[config.mk]
export PLATFORM = sky130hd
export DESIGN_NAME = mul_div_unit
export DESIGN_NICKNAME = d
export VERILOG_FILES = /design/src/rtl/mul_div_unit.sv
export SDC_FILE = /design/constraint.sdc
export NUM_CORES = 1
export LEC_CHECK = 0
export CORE_AREA = 8 8 308 220
export CTS_CLUSTER_SIZE = 24
export DETAILED_ROUTE_END_ITERATION = 6
export DIE_AREA = 0 0 316 228
export PLACE_DENSITY = 0.53
export SLEW_MARGIN = 30
export SYNTH_ARGS = -nofsm -noshare
export SYNTH_HDL_FRONTEND = slang
export SYNTH_SLANG_ARGS = --single-unit
export TNS_END_PERCENT = 10
[constraint.sdc]
create_clock -name clk_i -period 11.1 [get_ports clk_i]
set_clock_uncertainty 0.15 [all_clocks]
set_input_delay 2.22 -clock clk_i [delete_from_list [all_inputs] [get_ports clk_i]]
set_output_delay 2.22 -clock clk_i [all_outputs]
set_load 0.01 [all_outputs]
[src/rtl/mul_div_unit.sv]
// ============================================================================
// Module   : mul_div_unit
// Purpose  : Multi-cycle MULT/MULTU/DIV/DIVU unit with architectural HI/LO.
// Revision : 1.0 - initial release
// ============================================================================
`default_nettype none

module mul_div_unit #(
  parameter int WIDTH = 32
) (
  input  logic             clk_i,
  input  logic             rst_i,
  input  logic             start_i,
  input  logic [1:0]       op_i,
  input  logic [WIDTH-1:0] src1_i,
  input  logic [WIDTH-1:0] src2_i,
  input  logic             hi_we_i,
  input  logic             lo_we_i,
  input  logic [WIDTH-1:0] wdata_i,
  output logic             busy_o,
  output logic             done_o,
  output logic             div_by_zero_o,
  output logic [WIDTH-1:0] hi_o,
  output logic [WIDTH-1:0] lo_o
);

  localparam int CW = $clog2(WIDTH);
  localparam logic [CW-1:0] c_last_step = CW'(WIDTH - 1);

  typedef enum logic [1:0] {
    S_IDLE = 2'd0,
    S_CALC = 2'd1,
    S_FIX  = 2'd2
  } state_t;

  state_t                 r_state;
  state_t                 w_next;
  logic [1:0]             r_op;
  logic                   r_s1;
  logic                   r_s2;
  logic [WIDTH-1:0]       r_a;
  logic [WIDTH-1:0]       r_b;
  logic [WIDTH-1:0]       r_raw1;
  logic [CW-1:0]          r_cnt;
  logic [2*WIDTH-1:0]     r_acc;
  logic [WIDTH-1:0]       r_rem;
  logic [WIDTH-1:0]       r_hi;
  logic [WIDTH-1:0]       r_lo;
  logic                   r_done;
  logic                   r_dbz;

  // Operand magnitudes; signs only count for the signed opcodes (op_i[0]).
  logic                   w_sign1;
  logic                   w_sign2;
  logic [WIDTH-1:0]       w_abs1;
  logic [WIDTH-1:0]       w_abs2;
  logic [WIDTH:0]         w_mul_sum;
  logic [WIDTH:0]         w_div_shift;
  logic [WIDTH:0]         w_div_diff;
  logic [2*WIDTH-1:0]     w_prod_fix;
  logic [WIDTH-1:0]       w_quo_fix;
  logic [WIDTH-1:0]       w_rem_fix;
  logic                   w_b_zero;

  assign w_sign1 = op_i[0] & src1_i[WIDTH-1];
  assign w_sign2 = op_i[0] & src2_i[WIDTH-1];
  assign w_abs1  = w_sign1 ? -src1_i : src1_i;
  assign w_abs2  = w_sign2 ? -src2_i : src2_i;

  // Multiply: low half of r_acc holds the remaining multiplier bits.
  assign w_mul_sum = {1'b0, r_acc[2*WIDTH-1:WIDTH]} +
                     (r_acc[0] ? {1'b0, r_a} : {(WIDTH+1){1'b0}});

  // Divide: r_acc[WIDTH-1:0] shifts dividend bits out and quotient bits in.
  assign w_div_shift = {r_rem, r_acc[WIDTH-1]};
  assign w_div_diff  = w_div_shift - {1'b0, r_b};

  assign w_prod_fix = (r_s1 ^ r_s2) ? -r_acc : r_acc;
  assign w_quo_fix  = (r_s1 ^ r_s2) ? -r_acc[WIDTH-1:0] : r_acc[WIDTH-1:0];
  assign w_rem_fix  = r_s1 ? -r_rem : r_rem;
  assign w_b_zero   = (r_b == '0);

  always_ff @(posedge clk_i or posedge rst_i) begin
    if (rst_i) begin
      r_state <= S_IDLE;
    end else begin
      r_state <= w_next;
    end
  end

  always_comb begin
    w_next = r_state;
    case (r_state)
      S_IDLE:  if (start_i) w_next = S_CALC;
      S_CALC:  if (r_cnt == c_last_step) w_next = S_FIX;
      S_FIX:   w_next = S_IDLE;
      default: w_next = S_IDLE;
    endcase
  end

  always_ff @(posedge clk_i or posedge rst_i) begin
    if (rst_i) begin
      r_op   <= '0;
      r_s1   <= 1'b0;
      r_s2   <= 1'b0;
      r_a    <= '0;
      r_b    <= '0;
      r_raw1 <= '0;
      r_cnt  <= '0;
      r_acc  <= '0;
      r_rem  <= '0;
      r_hi   <= '0;
      r_lo   <= '0;
      r_done <= 1'b0;
      r_dbz  <= 1'b0;
    end else begin
      r_done <= 1'b0;
      r_dbz  <= 1'b0;
      case (r_state)
        S_IDLE: begin
          if (start_i) begin
            // A start wins over a same-cycle MTHI/MTLO, which is dropped.
            r_op   <= op_i;
            r_s1   <= w_sign1;
            r_s2   <= w_sign2;
            r_a    <= w_abs1;
            r_b    <= w_abs2;
            r_raw1 <= src1_i;
            r_cnt  <= '0;
            r_rem  <= '0;
            r_acc  <= {{WIDTH{1'b0}}, (op_i[1] ? w_abs1 : w_abs2)};
          end else begin
            if (hi_we_i) r_hi <= wdata_i;
            if (lo_we_i) r_lo <= wdata_i;
          end
        end
        S_CALC: begin
          r_cnt <= r_cnt + 1'b1;
          if (r_op[1]) begin
            if (!w_div_diff[WIDTH]) begin
              r_rem              <= w_div_diff[WIDTH-1:0];
              r_acc[WIDTH-1:0]   <= {r_acc[WIDTH-2:0], 1'b1};
            end else begin
              r_rem              <= w_div_shift[WIDTH-1:0];
              r_acc[WIDTH-1:0]   <= {r_acc[WIDTH-2:0], 1'b0};
            end
          end else begin
            r_acc <= {w_mul_sum, r_acc[WIDTH-1:1]};
          end
        end
        S_FIX: begin
          r_done <= 1'b1;
          if (r_op[1]) begin
            if (w_b_zero) begin
              r_hi  <= r_raw1;
              r_lo  <= '1;
              r_dbz <= 1'b1;
            end else begin
              r_hi <= w_rem_fix;
              r_lo <= w_quo_fix;
            end
          end else begin
            r_hi <= w_prod_fix[2*WIDTH-1:WIDTH];
            r_lo <= w_prod_fix[WIDTH-1:0];
          end
        end
        default: ;
      endcase
    end
  end

  assign busy_o        = (r_state != S_IDLE);
  assign done_o        = r_done;
  assign div_by_zero_o = r_dbz;
  assign hi_o          = r_hi;
  assign lo_o          = r_lo;

endmodule

`default_nettype wire

# Word-level counts from Yosys, hierarchy flattened
# Cells that the tools add are included.
[totals]
regBits = 269
input_bits = 103
wordCells = 83
out_inout_bits = 67
[op_classes]
reduce_logical = 12
eq_ne = 10
n_mux = 35
addsub = 8
n_bitwise = 3
[op_table]
columns = ["op", "count"]
rows = [
  ["$mux 32", 19],
  ["$pmux 32 s2", 3],
  ["$mux 64", 2],
  ["$neg 32->32", 4],
  ["$pmux 64 s2", 1],
  ["$neg 64->64", 1],
  ["$add 32x32->33", 1],
  ["$sub 33x32->33", 1],
  ["$logic_not 32->1", 1],
  ["$ne 2x2->1 const B", 7],
  ["$reduce_and 3->1", 4],
  ["$pmux 5 s2", 1],
  ["$reduce_and 2->1", 3],
  ["$reduce_bool 2->1", 3],
  ["$add 5x1->5 const B", 1],
  ["$eq 5x5->1 const B", 1],
  ["$mux 1", 5],
  ["$mux 5", 1],
  ["$mux 2", 2],
  ["$pmux 2 s2", 1],
  ["$and 1x1->1", 2],
  ["$eq 2x1->1 const B", 1],
  ["$eq 2x2->1 const B", 1],
  ["$logic_not 2->1", 1],
  ["$xor 1x1->1", 1],
]

# Depth between registers and ports, before layout
# Gate-level depths: netlist (run 1).
[depth]
ltp_word = 5
ltp_mapped = 16
depth_no_buf = 14

# Least setup slack after synthesis (run 1)
# OpenSTA, ideal clock, no wires.
[synth_path]
path_type = "in2reg"
start = "input port src1_i[17]"
end = "register r_acc[27]"
slack_ps = 6231
setup_ps = 141
n_path_buf = 0
stages = 9
required_ps = 10809
arrival_time_ps = 4579
cell_sequence = "or4_4 or3_4 or4_1 or4_4 o31ai_2 xor2_1 nand2_1 o211ai_2 a22oi_1"
[synth_between]
elab_chain_cells = 5
[synth_lines]
columns = ["element", "line_no", "text"]
rows = [
  ["start: declaration", "15", "input logic [WIDTH-1:0] src1_i,"],
  ["$neg 32->32", "67", "assign w_abs1 = w_sign1 ? -src1_i : src1_i;"],
  ["$mux 32", "67", ""],
  ["$mux 32", "131", "r_acc <= {{WIDTH{1'b0}}, (op_i[1] ? w_abs1 : w_abs2)};"],
  ["$mux 64", "121", "if (start_i) begin"],
  ["$pmux 64 s2", "119", "case (r_state)"],
  ["end signal: assignment", "131", ""],
  ["end signal: indexed assignment", "142", "r_acc[WIDTH-1:0] <= {r_acc[WIDTH-2:0], 1'b1};"],
  ["end signal: indexed assignment", "145", "r_acc[WIDTH-1:0] <= {r_acc[WIDTH-2:0], 1'b0};"],
  ["end: declaration", "45", "logic [2*WIDTH-1:0] r_acc;"],
]
# Every way passes these cells. The select of a mux whose other input is x is not followed.
# A chain may end at the register's enable or synchronous reset.

# Final worst setup path (run 1)
[layout_path]
start = "input port src1_i[15]"
end = "register r_acc[27]"
# The elaborated chain is that of the path after synthesis.

==> metrics.txt, run 1 <==
HPWL Detailed 61,500 um; core box area 0.0627 sq mm; WP data required 11.37 ns; placed instance area 0.0211 sq mm; fin crit period 5.21 ns; worst hold path class register to register; Port Buffers 169; htree depth 1; Post-synth top cells nand2_1, dfrtp_1, o21ai_0, nor2_1, a21oi_1; Vias/cell 5.57; DRT Pass-1 Iters 5; Synth Area per Inst 8.07 sq um; Hold Buf Count CTS 0; main flop type after synthesis dfrtp_1; ANT nets after route 0; post-cts gate resize count 0; WP data arrival 5.48 ns; Synth top area share 0.357; Setup CP Type input port to register; clk sinks 267; mapped cell area 0.0187 sq mm; Fin. Hold Viols 0; Starting DRT DRC Count 2,073; clk_lat worst skew 0.59 ns; Final Setup Violations 0; placed cell count 3,197; initial antenna violation count 7; Synth Register Bits 267; CTS tree done; number of global-route vias before repair 16,800; most frequent cell after synthesis nand2_1; wire length per cell 24.1 um; Max Cap Viol 0; status completed; die area 0.0720 sq mm; Worst Hold Slack 0.322 ns; Die Y 228 um; Slew headroom 0.269; Synthesized Nets 2,494; R2R setup slack 6.27 ns; Clock Path Buffers 3; critical path launch point type input port; Starting Density 0.298; fin nets 2,576; Top Ports 170; number of post-CTS setup repair buffers 0; Finished Cell Area 0.0222 sq mm; Core Rows 77; synth unique cells 84; pwr dens 330 mW/mm^2; fin cells 3,256; setup tns final 0 ns; Synth area leader dfrtp_1; fill cell count 6,544; pin count of the biggest net entering global routing 128; Worst-path clk slew 0.06 ns; largest cells by area after synthesis dfrtp_1, nand2_1, o21ai_0; layout cells sized above 1 0.0466; Layout area overhead 18.9%; Max Slew Vio Count 0; Cells after Synth 2,319; Die W 316 um; Post-synth EDFFs 0; via count 18,100; crit path max fanout 5; Pwr Total 7.35 mW; Final Cycle Share 0.470; first-pass GRT wire length 115,000 um; Yosys warnings 0; Leak 9.39 nW; worst-margin pin slew 1.08 ns; GR Util All Layers 0.208; RSZ-0062 raised after global routing false; asr flop ratio synth 1.00; DR DRC count 0; Post-Route WL 78,500 um; Critical Path End Type register; GP Congestion 0.960; Max Clock Freq 192 MHz; register area share after synthesis 0.357; CTS buffer count 30; peak supply drop 161 uV; clock root buffer clkbuf_16; grt total ovfl 0
-- flip-flops by register name, indices dropped and copies added (netlist names), 2 cells and up --
signal   flops
r_b         32
r_state      2
r_a         32
r_rem       32
r_raw1      31
r_cnt        5
lo_o        32
r_acc       64
hi_o        32
-- kinds of logic (layout without fill, tap and decap cells) --
kind of cell | after synthesis | count (layout) | synth area share
compound gates | 713 | 713 | 0.235
buf+inv | 209 | 315 | 0.0429
simple gates | 810 | 810 | 0.197
flops | 267 | 267 | 0.357
xor+xnor | 203 | 203 | 0.0950
other cells | 0 | 2 | 0
fa+ha+maj | 72 | 72 | 0.0490
mux | 45 | 45 | 0.0241
-- worst paths after layout --
check	endpoint	from	depth (start not counted)
min in group asynchronous	r_raw1[6]	rst_i	2
max	r_acc[27]	src1_i[15]	10
min reg2reg	r_a[14]	r_a[14]	2
max in group asynchronous	r_b[25]	rst_i	3
min	r_a[14]	r_a[14]	2
max reg2reg	r_rem[4]	r_acc[31]	14
-- layer usage --
metal / global-route usage / vias to the layer above / routed length, um
li1: - / 8349 / -
met1: 0.333 / 8914 / 38900
met2: 0.279 / 800 / 30300
met3: 0.0546 / 63 / 8210
met4: 0.0285 / 4 / 1040
met5: 0 / - / 27
-- worst max-delay path, cell delays in order --
cell and delay (ns):
clkdlybuf4s50_1 0.51, or4_4 0.57, or3_4 0.36, or4_1 0.55, or4_4 0.52, o31ai_2 0.22
xor2_1 0.21, nand2_1 0.10, o211ai_2 0.11, a22oi_1 0.11
-- layout by cell type, fill, tap and decap left out, drive strengths merged, types with 16 or more instances in the layout --
| cell type | netlist | final |
|---|---|---|
| a211oi | 67 | 67 |
| or4 | 20 | 20 |
| ha | 70 | 70 |
| buf | 25 | 22 |
| clkbuf | 115 | 43 |
| o31ai | 26 | 26 |
| nor2b | 16 | 16 |
| or3 | 19 | 19 |
| o21ai | 259 | 259 |
| a21o | 29 | 29 |
| nand2 | 358 | 358 |
| xor2 | 103 | 103 |
| nand3 | 20 | 20 |
| inv | 69 | 69 |
| nor3 | 28 | 28 |
| and2 | 46 | 46 |
| nor4 | 22 | 22 |
| a21oi | 186 | 186 |
| o211ai | 20 | 20 |
| xnor2 | 100 | 100 |
| clkdlybuf4s50 | 0 | 168 |
| mux2i | 44 | 44 |
| dfrtp | 267 | 267 |
| nor2 | 213 | 213 |
| nand2b | 22 | 22 |
-- report_power, final --
part / switching, mW / internal [mW] / leakage, nW
Combinational: 2.53 / 1.62 / 5.58
Clock: 0.453 / 0.672 / 0.533
Sequential: 0.640 / 1.43 / 3.27
-- stage by stage --
| step | setup WS (ns) | utilization |
|---|---|---|
| final | 5.89 | 0.355 |
| after global routing | 5.70 | 0.355 |
| after CTS | 5.72 | 0.354 |
| after detailed placement | 5.11 | 0.336 |
| after global placement | 5.20 | 0.336 |
| after floorplan | 1.38 | - |
-- layout make-up --
| type | count | area, sq um | share of cell area |
|---|---|---|---|
| clock buffers | 43 | 891 | 0.0401 |
| multi-input cells | 1843 | 11300 | 0.507 |
| diodes | 2 | 5.00 | 0.000225 |
| inverters | 69 | 272 | 0.0122 |
| clock inverters | 13 | 199 | 0.00894 |
| repair buffers | 190 | 1870 | 0.0840 |
| flip-flops and latches | 267 | 6680 | 0.301 |
| well taps | 829 | 1040 | 0.0466 |
(Power assumes the default switching activity.)
==> inputs of run 2 (changes only) <==
--- a/config.mk
+++ b/config.mk
@@ -9,7 +9,7 @@
 export CTS_CLUSTER_SIZE = 24
 export DETAILED_ROUTE_END_ITERATION = 6
 export DIE_AREA = 0 0 316 228
-export PLACE_DENSITY = 0.53
+export PLACE_DENSITY = 0.55
 export SLEW_MARGIN = 30
 export SYNTH_ARGS = -nofsm -noshare
 export SYNTH_HDL_FRONTEND = slang
==> constraint.sdc (replaced) <==
create_clock -name clk_i -period 4.2 [get_ports clk_i]
set_clock_uncertainty 0.15 [all_clocks]
set_input_delay 0.84 -clock clk_i [delete_from_list [all_inputs] [get_ports clk_i]]
set_output_delay 0.84 -clock clk_i [all_outputs]
set_load 0.01 [all_outputs]
==> run 2 against run 1 <==
Net effect:
- wire length rose by 2.5%
- clock-buffer cell count fell by 4
- final area rose by 4.4%
- flip-flop and latch count did not move
- die area did not move
- critical path depth rose by 2
- setup slack got worse by 5.6 ns
- clock power rose to 2.6 times the previous value
- via count rose by 1.7%
- power rose to 2.7 times the previous value
- largest power group unchanged
- hold slack improved by 0.0048 ns
- critical path type is now register to register
- non-clock buffer count rose by 114
==> metrics.txt, run 2 (synthesis gave the netlist of run 1 again) <==
Vias/cell 5.47 (was 5.57); crit path max fanout 21 (was 5); Max stage delay on crit path 0.46 ns (was 0.57 ns); peak supply drop 379 uV (was 161 uV); worst-margin pin slew 0.972 ns (was 1.08 ns); pwr dens 855 mW/mm^2 (was 330 mW/mm^2); CTS buffer count 31 (was 30); DRT Pass-1 Iters 5 (unchanged); GR Util All Layers 0.213 (was 0.208); clk sinks 267 (unchanged); Die Y 228 um (unchanged); reg2reg start r_acc[0] (was r_acc[31]); Critical Path End Type register (unchanged); Layout area overhead 24.1% (was 18.9%); Max Clock Freq 257 MHz; die area 0.0720 sq mm (unchanged); first-pass GRT wire length 117,000 um (was 115,000 um); Pwr Total 19.9 mW (was 7.35 mW); placed instance area 0.0221 sq mm (was 0.0211 sq mm); Hold Path Stages 2 (unchanged); CTS tree done (unchanged); Reg with most FFs r_acc (unchanged); core box area 0.0627 sq mm (unchanged); Final Cycle Share 0.928; Critical Path, Cell by Cell buf_4, and2_1, ha_1, a211o_1, a211oi_1, o31ai_1, o21ai_0, a31oi_1, nor2_1, nor3_1, or3_1, a32o_1 (was clkdlybuf4s50_1, or4_4, or3_4, or4_1, or4_4, o31ai_2, xor2_1, nand2_1, o211ai_2, a22oi_1); Post-Route WL 80,500 um (was 78,500 um); Clock Path Buffers 3 (unchanged); critical path's slowest cell a211oi_1 (was or4_4); fin nets 2,691 (was 2,576); via count 18,400 (was 18,100); Hold Crit Start r_a[9] (was r_a[14]); worst hold path class register to register (unchanged); GP Congestion 0.994 (was 0.960); worst r2r path cells 12 (was 14); Max Cap Viol 0 (unchanged); critical path launch point type register (was input port); Port Buffers 169 (unchanged); Hold Buf Count CTS 0 (unchanged); initial antenna violation count 5 (was 7); Worst R2R End r_acc[58] (was r_rem[4]); ANT nets after route 0 (unchanged); Core Rows 77 (unchanged); Setup CP Type register to register (was input port to register); Fin. Hold Viols 0 (unchanged); Min-Delay Endpoint r_a[9] (was r_a[14]); Finished Cell Area 0.0232 sq mm (was 0.0222 sq mm); Starting Density 0.298 (unchanged); number of global-route vias before repair 17,300 (was 16,800); fin cells 3,371 (was 3,256); fill cell count 6,453 (was 6,544); layout cells sized above 1 0.0894 (was 0.0466); pin count of the biggest net entering global routing 71 (was 128); WP data required 4.53 ns (was 11.37 ns); Die W 316 um (unchanged); wire length per cell 23.9 um (was 24.1 um); Leak 10.0 nW (was 9.39 nW); Final Util 0.370 (was 0.355); R2R setup slack 0.30 ns (was 6.27 ns); Slew headroom 0.349 (was 0.269); crit path buf inv count 1 (unchanged); commonest non-fill, non-tap cell in the layout nand2_1 (unchanged); post-cts gate resize count 0 (unchanged); clk_lat worst skew 0.61 ns (was 0.59 ns); HPWL Detailed 64,800 um (was 61,500 um); WP data arrival 4.23 ns (was 5.48 ns); number of post-CTS setup repair buffers 0 (unchanged); placed cell count 3,312 (was 3,197); Top Ports 170 (unchanged); max reg flops 64 (unchanged); Max Slew Vio Count 0 (unchanged); leading cell types in the layout, fill and taps excluded nand2_1, dfrtp_1, o21ai_0 (unchanged); htree depth 1 (unchanged); DR DRC count 0 (unchanged); status completed (unchanged); Final Setup Violations 0 (unchanged); fin crit period 3.90 ns; Starting DRT DRC Count 1,878 (was 2,073); Worst-path clk slew 0.07 ns (was 0.06 ns); clock root buffer clkbuf_16 (unchanged); RSZ-0062 raised after global routing false (unchanged); Top delay family on crit path compound AO/OA/AOI/OAI gates (was simple AND/OR/NAND/NOR gates); grt total ovfl 0 (unchanged)
==> run 2: cell types whose count changed in the layout (fill, tap and decap cells not counted), moves of 3 or more <==
cell,before,now
buf_12,1,13
buf_4,17,122
buf_6,3,0
clkinv_4,0,3
==> run 2: layout make-up <==
class	count	area, sq um	share of cell area
Antenna cell	3	7.51	0.000323
Clock buffer	39	856	0.0369
Clock inverter	17	231	0.00997
Inverter	69	263	0.0113
Multi-Input combinational cell	1843	11300	0.486
Sequential cell	267	6680	0.288
Tap cell	829	1040	0.0447
Timing Repair Buffer	304	2860	0.123
==> run 2: tightest hold or removal path, stage by stage, from the launching register on <==
cell and delay [ns]:
dfrtp_1 0.33, nand2_1 0.04, o21ai_0 0.06
==> run 2: routing by layer <==
metal | vias up | share of wire | wire length (um) | track usage
li1 | 8605 | - | - | -
met2 | 807 | 0.37 | 29700 | 0.274
met5 | - | 0.00051 | 41 | 0
met3 | 93 | 0.12 | 9830 | 0.0748
met1 | 8925 | 0.49 | 39100 | 0.332
met4 | 6 | 0.022 | 1760 | 0.0433
==> run 2: worst max-delay path by stage <==
stage,start,to,depth (start not counted)
floorplan,rst_i,div_by_zero_o,1
global placement,src1_i[17],r_acc[27],10
detailed placement,src1_i[17],r_acc[27],10
CTS,r_acc[0],r_acc[59],16
global route,r_acc[0],r_acc[51],15
finish,r_acc[0],r_acc[58],12
==> run 2: power by group <==
group	internal (mW)	leakage [nW]	switching, mW
Clock	1.75	0.537	1.22
Sequential	3.79	3.27	1.65
Combinational	4.66	6.19	6.81
Total	10.2	10.0	9.68
==> run 2: through the flow <==
step           hold slack [ns]  setup TNS [ns]  setup slack, ns
2_1_floorplan            0.288          -84.23           -0.315
3_3_place_gp             0.307               0           0.0270
3_5_place_dp             0.315        -0.00968         -0.00968
4_1_cts                  0.329               0            0.285
5_1_grt                  0.341               0            0.159
6_report                 0.327               0            0.302
==> inputs of run 3 (changes only) <==
--- a/config.mk
+++ b/config.mk
@@ -5,11 +5,13 @@
 export SDC_FILE = /design/constraint.sdc
 export NUM_CORES = 1
 export LEC_CHECK = 0
+export CELL_PAD_IN_SITES_DETAIL_PLACEMENT = 0
+export CELL_PAD_IN_SITES_GLOBAL_PLACEMENT = 1
 export CORE_AREA = 8 8 308 220
 export CTS_CLUSTER_SIZE = 24
 export DETAILED_ROUTE_END_ITERATION = 6
 export DIE_AREA = 0 0 316 228
-export PLACE_DENSITY = 0.55
+export PLACE_DENSITY = 0.67
 export SLEW_MARGIN = 30
 export SYNTH_ARGS = -nofsm -noshare
 export SYNTH_HDL_FRONTEND = slang
==> run 3 against run 2 <==
Net effect:
- power down 4.4%
- global-route usage down 0.99 points
- die area unchanged
- non-clock buffer count down 12
- sequential share of layout area up 0.42 points
- via count down 2.3%
- combinational power about the same
- wire length down 5.4%
- hold slack worse by 0.0027 ns
- sequential power down 5.7%
- final cell count down 0.53%
- first-iteration DRC count down 6.8%
- critical path type unchanged
- largest cell class unchanged
==> metrics.txt, run 3 (synthesis gave the netlist of run 1 again) <==
GP Congestion 0.930 (was 0.994); global route hottest layer met1 (unchanged); Final Cycle Share 0.942 (was 0.928); Die W 316 um (unchanged); Reg with most FFs r_acc (unchanged); ANT nets after route 0 (unchanged); pin count of the biggest net entering global routing 84 (was 71); core box area 0.0627 sq mm (unchanged); layout cells sized above 1 0.0817 (was 0.0894); worst hold path class register to register (unchanged); initial antenna violation count 7 (was 5); clock root buffer clkbuf_16 (unchanged); first-pass GRT wire length 113,000 um (was 117,000 um); Max Clock Freq 253 MHz (was 257 MHz); wire length per cell 22.7 um (was 23.9 um); Die Y 228 um (unchanged); clk_lat worst skew 0.57 ns (was 0.61 ns); fin crit period 3.96 ns (was 3.90 ns); CTS tree done (unchanged); Max Slew Vio Count 0 (unchanged); fin nets 2,677 (was 2,691); Vias/cell 5.37 (was 5.47); HPWL Detailed 60,400 um (was 64,800 um); commonest non-fill, non-tap cell in the layout nand2_1 (unchanged); Setup CP Type register to register (unchanged); WP data required 4.49 ns (was 4.53 ns); status completed (unchanged); clk sinks 267 (unchanged); register area 0.00668 sq mm (unchanged); crit path max fanout 7 (was 21); Fin. Hold Viols 0 (unchanged); via count 18,000 (was 18,400); RSZ-0062 raised after global routing false (unchanged); Port Buffers 169 (unchanged); critical path launch point type register (unchanged); Clock Path Buffers 3 (unchanged); pwr dens 830 mW/mm^2 (was 855 mW/mm^2); Layout area overhead 22.3% (was 24.1%); GR Util All Layers 0.203 (was 0.213); met2 usage 0.287 (was 0.274); WP data arrival 4.25 ns (was 4.23 ns); Critical Path End Type register (unchanged); fin cells 3,353 (was 3,371); Final Setup Violations 0 (unchanged); DR DRC count 0 (unchanged); Final Util 0.365 (was 0.370); Global Route met1 Usage 0.308 (was 0.332); fill cell count 6,462 (was 6,453); max reg flops 64 (unchanged); met3 usage 0.0498 (was 0.0748); Worst-path clk slew 0.06 ns (was 0.07 ns); peak supply drop 331 uV (was 379 uV); DRT Pass-1 Iters 7 (was 5); worst-margin pin slew 0.703 ns (was 0.972 ns); Post-Route WL 76,100 um (was 80,500 um); CTS buffer count 29 (was 31); placed cell count 3,300 (was 3,312); die area 0.0720 sq mm (unchanged); Starting DRT DRC Count 1,751 (was 1,878); Slew headroom 0.527 (was 0.349); Starting Density 0.298 (unchanged); leading cell types in the layout, fill and taps excluded nand2_1, dfrtp_1, o21ai_0 (unchanged); grt total ovfl 0 (unchanged); htree depth 1 (unchanged); Core Rows 77 (unchanged); Max Cap Viol 0 (unchanged); Top Ports 170 (unchanged); Hold Buf Count CTS 0 (unchanged); Pwr Total 19.0 mW (was 19.9 mW); area occupied by multi-input gates 0.0113 sq mm (about the same); Leak 9.83 nW (was 10.0 nW); number of global-route vias before repair 17,300 (about the same)
## run 3: critical path: stages (launching register included)
cell and delay, ns:
dfrtp_1 0.47, or4_1 0.61, or4_1 0.64, or3b_1 0.49, nor2_1 0.27, and2_1 0.26, nor2_1 0.07, xor2_1 0.14
o21ai_0 0.46, buf_4 0.20, o21ai_0 0.06
## run 3: power breakdown
| part | switching (mW) | total (mW) | internal (mW) |
|---|---|---|---|
| clock | 1.11 | 2.53 | 1.42 |
| sequential | 1.34 | 5.13 | 3.79 |
| combinational | 6.65 | 11.3 | 4.68 |
## run 3: final cells by class
type,count,share of cell area
multi-input cells,1843,0.493
flip-flops and latches,267,0.292
repair buffers,292,0.118
well taps,829,0.0453
clock buffers,46,0.0384
inverters,69,0.0115
clock inverters,5,0.00131
diodes,2,0.000219
## run 3: what timing repair did
item,CTS,global route
buffers inserted,0,0
resized for setup,0,2
endpoints found under the setup margin,0,2
## run 3: layer usage
metal  vias up  wire [um]  part of all wire
li1       8547          -                 -
met5         -         46           0.00060
met2       642      30800              0.40
met1      8734      36800              0.48
met4         8       1590             0.021
met3        81       6850             0.090
## run 3: per-stage QoR
stage	hold slack (ns)	setup slack, ns	TNS [ns]	instance area, sq um
2_1_floorplan	0.288	-0.315	-84.23	18700
3_3_place_gp	0.308	-0.0121	-0.0121	22000
3_5_place_dp	0.314	-0.0300	-0.0300	22000
4_1_cts	0.329	0.205	0	22900
5_1_grt	0.335	0.0992	0	22900
6_report	0.324	0.243	0	22900
## run 3: worst paths after layout
kind / depth (start not counted) / startpoint / end / slack, ns
setup / recovery: 10 / r_acc[26] / hi_o[16] / 0.24
hold / removal: 2 / r_raw1[25] / r_raw1[25] / 0.32
setup reg to reg: 10 / r_acc[26] / hi_o[16] / 0.24
hold reg to reg: 2 / r_raw1[25] / r_raw1[25] / 0.32
max in group asynchronous: 3 / rst_i / r_b[16] / 2.58
min in group asynchronous: 2 / rst_i / lo_o[4] / 0.51
